--- src/rtl/reg_writeback_unit_pkg.sv ---
// Shared types and helpers for the register writeback stage.
package reg_writeback_unit_pkg;

    localparam int REG_ADDR_W = 4;
    localparam int DATA_W     = 32;
    localparam int NUM_REGS   = 2 ** REG_ADDR_W;

    // One pending register write: destination plus result value.
    typedef struct packed {
        logic [REG_ADDR_W-1:0] dst;
        logic [DATA_W-1:0]     data;
    } wb_entry_t;

    // Decode a destination register number into a one-hot register mask.
    function automatic logic [NUM_REGS-1:0] onehot_dst(input logic [REG_ADDR_W-1:0] dst);
        logic [NUM_REGS-1:0] mask;
        mask      = '0;
        mask[dst] = 1'b1;
        return mask;
    endfunction

endpackage

--- src/rtl/reg_writeback_unit_queue.sv ---
// In-order writeback queue: up to two pushes and one pop per cycle, with
// per-entry valid bits and destinations exposed for hazard-mask generation.
module wb_queue
    import reg_writeback_unit_pkg::*;
#(
    parameter int Depth = 4
) (
    input  logic                           clk_i,
    input  logic                           reset_i,
    input  logic                           wrEn0_i,
    input  wb_entry_t                      wrEntry0_i,
    input  logic                           wrEn1_i,
    input  wb_entry_t                      wrEntry1_i,
    input  logic                           rdEn_i,
    output logic [$clog2(Depth+1)-1:0]     count_o,
    output wb_entry_t                      head_o,
    output logic [Depth-1:0]               entryValid_o,
    output logic [Depth-1:0][REG_ADDR_W-1:0] entryDst_o
);

    localparam int PtrW = (Depth > 1) ? $clog2(Depth) : 1;
    localparam int CntW = $clog2(Depth + 1);

    wb_entry_t        entryQ [Depth];
    logic [Depth-1:0] validQ, validD;
    logic [PtrW-1:0]  wrPtrQ, wrPtrD;
    logic [PtrW-1:0]  rdPtrQ, rdPtrD;
    logic [CntW-1:0]  countQ, countD;
    logic [PtrW-1:0]  slot1;
    logic [CntW-1:0]  enqN;
    logic             doPop;

    // Next pointers, count and valid bits; the second push lands one slot after the first.
    always_comb begin
        doPop  = rdEn_i && (countQ != '0);
        enqN   = CntW'(wrEn0_i) + CntW'(wrEn1_i);
        slot1  = wrPtrQ + PtrW'(wrEn0_i);
        wrPtrD = wrPtrQ + PtrW'(enqN);
        rdPtrD = rdPtrQ + PtrW'(doPop);
        countD = countQ + enqN - CntW'(doPop);
        validD = validQ;
        if (doPop) begin
            validD[rdPtrQ] = 1'b0;
        end
        if (wrEn0_i) begin
            validD[wrPtrQ] = 1'b1;
        end
        if (wrEn1_i) begin
            validD[slot1] = 1'b1;
        end
    end

    // Control state: pointers, count and valid bits cleared by reset.
    always_ff @(posedge clk_i) begin
        if (reset_i) begin
            wrPtrQ <= '0;
            rdPtrQ <= '0;
            countQ <= '0;
            validQ <= '0;
        end else begin
            wrPtrQ <= wrPtrD;
            rdPtrQ <= rdPtrD;
            countQ <= countD;
            validQ <= validD;
        end
    end

    // Entry storage; contents are meaningless unless the matching valid bit is set.
    always_ff @(posedge clk_i) begin
        if (wrEn0_i) begin
            entryQ[wrPtrQ] <= wrEntry0_i;
        end
        if (wrEn1_i) begin
            entryQ[slot1] <= wrEntry1_i;
        end
    end

    // Flatten per-entry destinations for the pending-register mask.
    always_comb begin
        for (int i = 0; i < Depth; i++) begin
            entryDst_o[i] = entryQ[i].dst;
        end
    end

    assign count_o      = countQ;
    assign head_o       = entryQ[rdPtrQ];
    assign entryValid_o = validQ;

    // Producers must never be granted more slots than remain free.
    assert property (@(posedge clk_i) disable iff (reset_i) (int'(countQ) + int'(enqN)) <= Depth);

endmodule

--- src/rtl/reg_writeback_unit.sv ---
// Writeback stage feeding the register bank write port. Merges ALU and load
// results into an in-order queue, retires one write per cycle, and reports
// which registers still have writes in flight.
module reg_writeback_unit
    import reg_writeback_unit_pkg::*;
#(
    parameter int DataWidth = DATA_W,
    parameter int AddrWidth = REG_ADDR_W,
    parameter int Depth     = 4
) (
    input  logic                         CLK,
    input  logic                         Reset,
    input  logic                         alu_valid,
    output logic                         alu_ready,
    input  logic [AddrWidth-1:0]         alu_dst,
    input  logic [DataWidth-1:0]         alu_data,
    input  logic                         mem_valid,
    output logic                         mem_ready,
    input  logic [AddrWidth-1:0]         mem_dst,
    input  logic [DataWidth-1:0]         mem_data,
    output logic [DataWidth-1:0]         WriteData,
    output logic                         WriteRegister,
    output logic [AddrWidth-1:0]         WriteRegisterAddress,
    output logic [2**AddrWidth-1:0]      pending_mask,
    output logic [$clog2(Depth+1)-1:0]   occupancy
);

    localparam int CntW  = $clog2(Depth + 1);
    localparam int MaskW = 2 ** AddrWidth;

    logic                 memPush, aluPush;
    logic                 wrEn0, wrEn1;
    wb_entry_t            memEntry, aluEntry, wrEntry0;
    wb_entry_t            head;
    logic                 pop;
    logic [Depth-1:0]     entryValid;
    logic [Depth-1:0][REG_ADDR_W-1:0] entryDst;
    logic [NUM_REGS-1:0]  maskAll;

    logic                 writeRegQ;
    logic [AddrWidth-1:0] writeAddrQ;
    logic [DataWidth-1:0] writeDataQ;

    // Readies depend only on the registered count and mem_valid, so a load
    // always gets the first free slot and the ALU needs a second one beside it.
    always_comb begin
        mem_ready = occupancy < CntW'(Depth);
        alu_ready = mem_valid ? (occupancy < CntW'(Depth - 1))
                              : (occupancy < CntW'(Depth));
    end

    // Steer accepted results into queue write slots, load first as the older instruction.
    always_comb begin
        memPush       = mem_valid && mem_ready;
        aluPush       = alu_valid && alu_ready;
        memEntry.dst  = REG_ADDR_W'(mem_dst);
        memEntry.data = DATA_W'(mem_data);
        aluEntry.dst  = REG_ADDR_W'(alu_dst);
        aluEntry.data = DATA_W'(alu_data);
        wrEn0         = memPush || aluPush;
        wrEn1         = memPush && aluPush;
        wrEntry0      = memPush ? memEntry : aluEntry;
        pop           = occupancy != '0;
    end

    wb_queue #(
        .Depth(Depth)
    ) uQueue (
        .clk_i        (CLK),
        .reset_i      (Reset),
        .wrEn0_i      (wrEn0),
        .wrEntry0_i   (wrEntry0),
        .wrEn1_i      (wrEn1),
        .wrEntry1_i   (aluEntry),
        .rdEn_i       (pop),
        .count_o      (occupancy),
        .head_o       (head),
        .entryValid_o (entryValid),
        .entryDst_o   (entryDst)
    );

    // Output register: present the popped head for one cycle, otherwise hold address/data.
    always_ff @(posedge CLK) begin
        if (Reset) begin
            writeRegQ  <= 1'b0;
            writeAddrQ <= '0;
            writeDataQ <= '0;
        end else if (pop) begin
            writeRegQ  <= 1'b1;
            writeAddrQ <= AddrWidth'(head.dst);
            writeDataQ <= DataWidth'(head.data);
        end else begin
            writeRegQ  <= 1'b0;
        end
    end

    // Pending mask: every queued destination plus the write being presented now.
    always_comb begin
        maskAll = '0;
        for (int i = 0; i < Depth; i++) begin
            if (entryValid[i]) begin
                maskAll = maskAll | onehot_dst(entryDst[i]);
            end
        end
        if (writeRegQ) begin
            maskAll = maskAll | onehot_dst(REG_ADDR_W'(writeAddrQ));
        end
        pending_mask = MaskW'(maskAll);
    end

    assign WriteRegister        = writeRegQ;
    assign WriteRegisterAddress = writeAddrQ;
    assign WriteData            = writeDataQ;

endmodule
--- config.mk ---
export PLATFORM = sky130hd
export DESIGN_NAME = reg_writeback_unit
export DESIGN_NICKNAME = d
export VERILOG_FILES = /design/src/rtl/reg_writeback_unit_pkg.sv /design/src/rtl/reg_writeback_unit_queue.sv /design/src/rtl/reg_writeback_unit.sv
export SDC_FILE = /design/constraint.sdc
export NUM_CORES = 1
export LEC_CHECK = 0
export ABC_CLOCK_PERIOD_IN_PS = 7510
export CAP_MARGIN = 15
export CORE_MARGIN = 2
export CORE_UTILIZATION = 50
export DETAILED_ROUTE_END_ITERATION = 8
export GPL_ROUTABILITY_DRIVEN = 0
export PLACE_DENSITY_LB_ADDON = 0.05
export SYNTH_ARGS = -nofsm -noshare
export SYNTH_HDL_FRONTEND = slang
export SYNTH_SLANG_ARGS = --single-unit
--- constraint.sdc ---
create_clock -name CLK -period 7.51 [get_ports CLK]
set_input_delay 1.502 -clock CLK [delete_from_list [all_inputs] [get_ports CLK]]
set_output_delay 1.502 -clock CLK [all_outputs]
set_load 0.005 [all_outputs]
==> impl_metrics.env <==
export IMPL_status="completed"
export IMPL_drt_iter0_markers=318
export IMPL_finalHoldViolations=0
export IMPL_cp_slowest_cell="a31oi_4"
export IMPL_syn_to_final_growth_pct=22.2
export IMPL_synthDistinctLibCells=50
export IMPL_layout_commonest_cell="edfxtp_1"
export IMPL_cts_hold_buffers=0
export IMPL_fin_skew_ns=0.00773
export IMPL_die_area_mm2=0.0206
export IMPL_dp_slack_ns=1.75
export IMPL_grt_pass1_wl_um=35900
export IMPL_routedWlPerCell_um=20.6
export IMPL_combPwrFrac_pct=38.5
export IMPL_core_mm2=0.0193
export IMPL_ios=134
export IMPL_critPathMaxFanout=25
export IMPL_synth_area_per_cell_um2=13.7
export IMPL_setup_viol=0
export IMPL_min_path_type="reg -> reg"
export IMPL_fin_crit_sh_pct=70.6
export IMPL_vias_per_cell=5.85
export IMPL_synth_top_flop_cell="edfxtp_1"
export IMPL_postRouteAntennaNets=0
export IMPL_internal_power_uw=3100
export IMPL_cts_resized=0
export IMPL_wl_um=22900
export IMPL_async_flop_share_pct=0
export IMPL_num_rows=51
export IMPL_cts_inserted_buffers=17
export IMPL_worst_pin_slew_ns=1.19
export IMPL_worst_slack_ns=2.21
export IMPL_syn_area_mm2=0.00975
export IMPL_nets=915
export IMPL_max_stage_delay_ns=0.97
export IMPL_leakage_uw=0.00405
export IMPL_dp_hpwl_um=14700
export IMPL_mappedNetlistNets=796
export IMPL_post_cts_buffers=0
export IMPL_cap_violations=0
export IMPL_tns_ns=0
export IMPL_grt_max_degree=47
export IMPL_critical_path_class="in -> reg"
export IMPL_cts_max_level=4
export IMPL_cts_tree="built"
export IMPL_die_h_um=144
export IMPL_drive_gt1_share_pct=27.8
export IMPL_cts_clk_slew_worst_paths_ns=0.07
export IMPL_io_buffers=133
export IMPL_rsz0062_at_grt="no"
export IMPL_fp_dieW_um=144
export IMPL_first_pass_iters=5
export IMPL_yosys_warnings=0
export IMPL_power_density_mw_per_mm2=391
export IMPL_start_util_pct=50.6
export IMPL_fmax_mhz=189
export IMPL_grt_pass1_vias=6632
export IMPL_layout_common_cells="edfxtp_1 (144), mux2_2 (136), clkdlybuf4s50_1 (132), nand2_1 (87), dfxtp_1 (46)"
export IMPL_grt_usage_pct=23.1
export IMPL_final_max_slew_viol_count=0
export IMPL_synth_cells=712
export IMPL_crit_arrival_ns=5.48
export IMPL_clk_insertion_delay_late_ns=0.43
export IMPL_ys_seq_area_share_pct=54.2
export IMPL_switchingPower_uw=1560
export IMPL_min_period_ns=5.30
export IMPL_path_cells="clkdlybuf4s50_1 -> nor2b_1 -> inv_1 -> ha_1 -> inv_1 -> ha_1 -> xor2_1 -> a31oi_4 -> buf_4 -> mux2_2"
export IMPL_p_sw_share_pct=33.5
export IMPL_synth_seq_cells=192
export IMPL_ir_drop_mv=0.228
export IMPL_cts_root_buf="clkbuf_16"
export IMPL_synth_edff_count=144
export IMPL_diodes=0
export IMPL_clkSinkCount=192
export IMPL_p_clk_share_pct=20.6
export IMPL_endpoint_kind="register"
export IMPL_overflow=0
export IMPL_clockBufferDepth=2
export IMPL_drc_errors=0
export IMPL_power_frac_seq_pct=40.9
export IMPL_max_slew_margin_rel_pct=20.9
export IMPL_fillers=1505
export IMPL_grt_antenna_before_repair=0
export IMPL_route_vias_total=6493
export IMPL_startpoint_type="input port"
export IMPL_crit_required_ns=7.68
state kept, by name, summed over array words and instances (netlist names):
signal,count
uQueue.entryQ,144
WriteRegister,1
uQueue.rdPtrQ,2
WriteData,32
uQueue.entryValid_o,4
WriteRegisterAddress,4
uQueue.count_o,3
uQueue.wrPtrQ,2
cell usage after synthesis (5+ instances only):
library cell	number	area [um2]
buf_1	5	18.8
nor3_1	6	30.0
buf_6	10	113
nand3b_1	5	37.5
nand2b_1	9	56.3
nand3_1	16	80.1
a21oi_1	37	185
ha_1	7	87.6
dfxtp_1	48	961
clkbuf_1	19	71.3
nand2_1	87	327
inv_1	10	37.5
mux2_2	136	1530
mux4_2	36	811
edfxtp_1	144	4320
nor3b_1	5	37.5
and3b_1	6	52.6
nor2_1	19	71.3
a22oi_1	12	90.1
a32oi_1	5	43.8
or3_1	5	31.3
nor2b_1	14	87.6
o22ai_1	11	68.8
logic make-up (layout without fill, tap and decap cells):
group                    count (synthesis)  in the layout  synth area share, %
flip-flops                             192            192                 54.2
AND/OR/NAND/NOR                        185            185                 9.27
multiplexers                           183            183                 25.4
AO/OA/AOI/OAI                           84             84                 6.15
buffers and inverters                   54            186                 3.29
adder cells (fa/ha/maj)                  8              8                 1.10
XOR/XNOR                                 6              6                0.539
critical path, delay by kind of cell:
| kind | cells | cell delay, ns |
|---|---|---|
| AOI/OAI and AO/OA | 1 | 0.97 |
| and+or+nand+nor | 1 | 0.63 |
| muxes | 1 | 0.36 |
| adders and majority gates | 2 | 0.58 |
| xor gates and xnor gates | 1 | 0.19 |
| buffers and inverters | 4 | 1.22 |
per-layer routing:
metal / part of all wire (%) / GRT usage, %
met5: 0 / 0
met4: 1.5 / 7.43
met3: 4.8 / 4.10
met2: 51 / 39.5
met1: 43 / 30.0
final timing paths:
| path | start | to | slack, ns | cells after the start |
|---|---|---|---|---|
| hold reg to reg | WriteData[21] | WriteData[21] | 0.45 | 2 |
| setup / recovery | mem_valid | uQueue.entryQ[3][35] | 2.21 | 10 |
| hold / removal | WriteData[21] | WriteData[21] | 0.45 | 2 |
| setup reg to reg | uQueue.count_o[2] | uQueue.entryQ[3][35] | 3.40 | 9 |
layout make-up:
type | instances | area (um2) | area share (%)
well taps | 265 | 332 | 2.78
flip-flops and latches | 192 | 5290 | 44.4
inverters | 11 | 41.3 | 0.347
repair buffers | 143 | 1420 | 11.9
multi-input cells | 466 | 4190 | 35.2
clock inverters | 11 | 135 | 1.13
clock buffers | 21 | 493 | 4.14
power groups by stage:
| stage | Clock, uW | Sequential [uW] | Combinational [uW] |
|---|---|---|---|
| 5_1_grt | 1020 | 1960 | 1950 |
| 3_3_place_gp | 0 | 1910 | 1770 |
| 3_5_place_dp | 0 | 1930 | 1800 |
| 6_report | 959 | 1900 | 1790 |
| 4_1_cts | 978 | 1910 | 1810 |
| 2_1_floorplan | 0 | 1770 | 1260 |
per-stage QoR:
stage	power (uW)	util (%)	std cells	instance area (um2)	hold slack, ns
2_1_floorplan	3030	-	712	9750	0.448
3_3_place_gp	3680	58.4	1076	11300	0.439
6_report	4650	61.8	1109	11900	0.449
4_1_cts	4700	61.8	1109	11900	0.452
3_5_place_dp	3730	58.5	1077	11300	0.442
5_1_grt	4920	61.8	1109	11900	0.472
(Power assumes the default switching activity.)
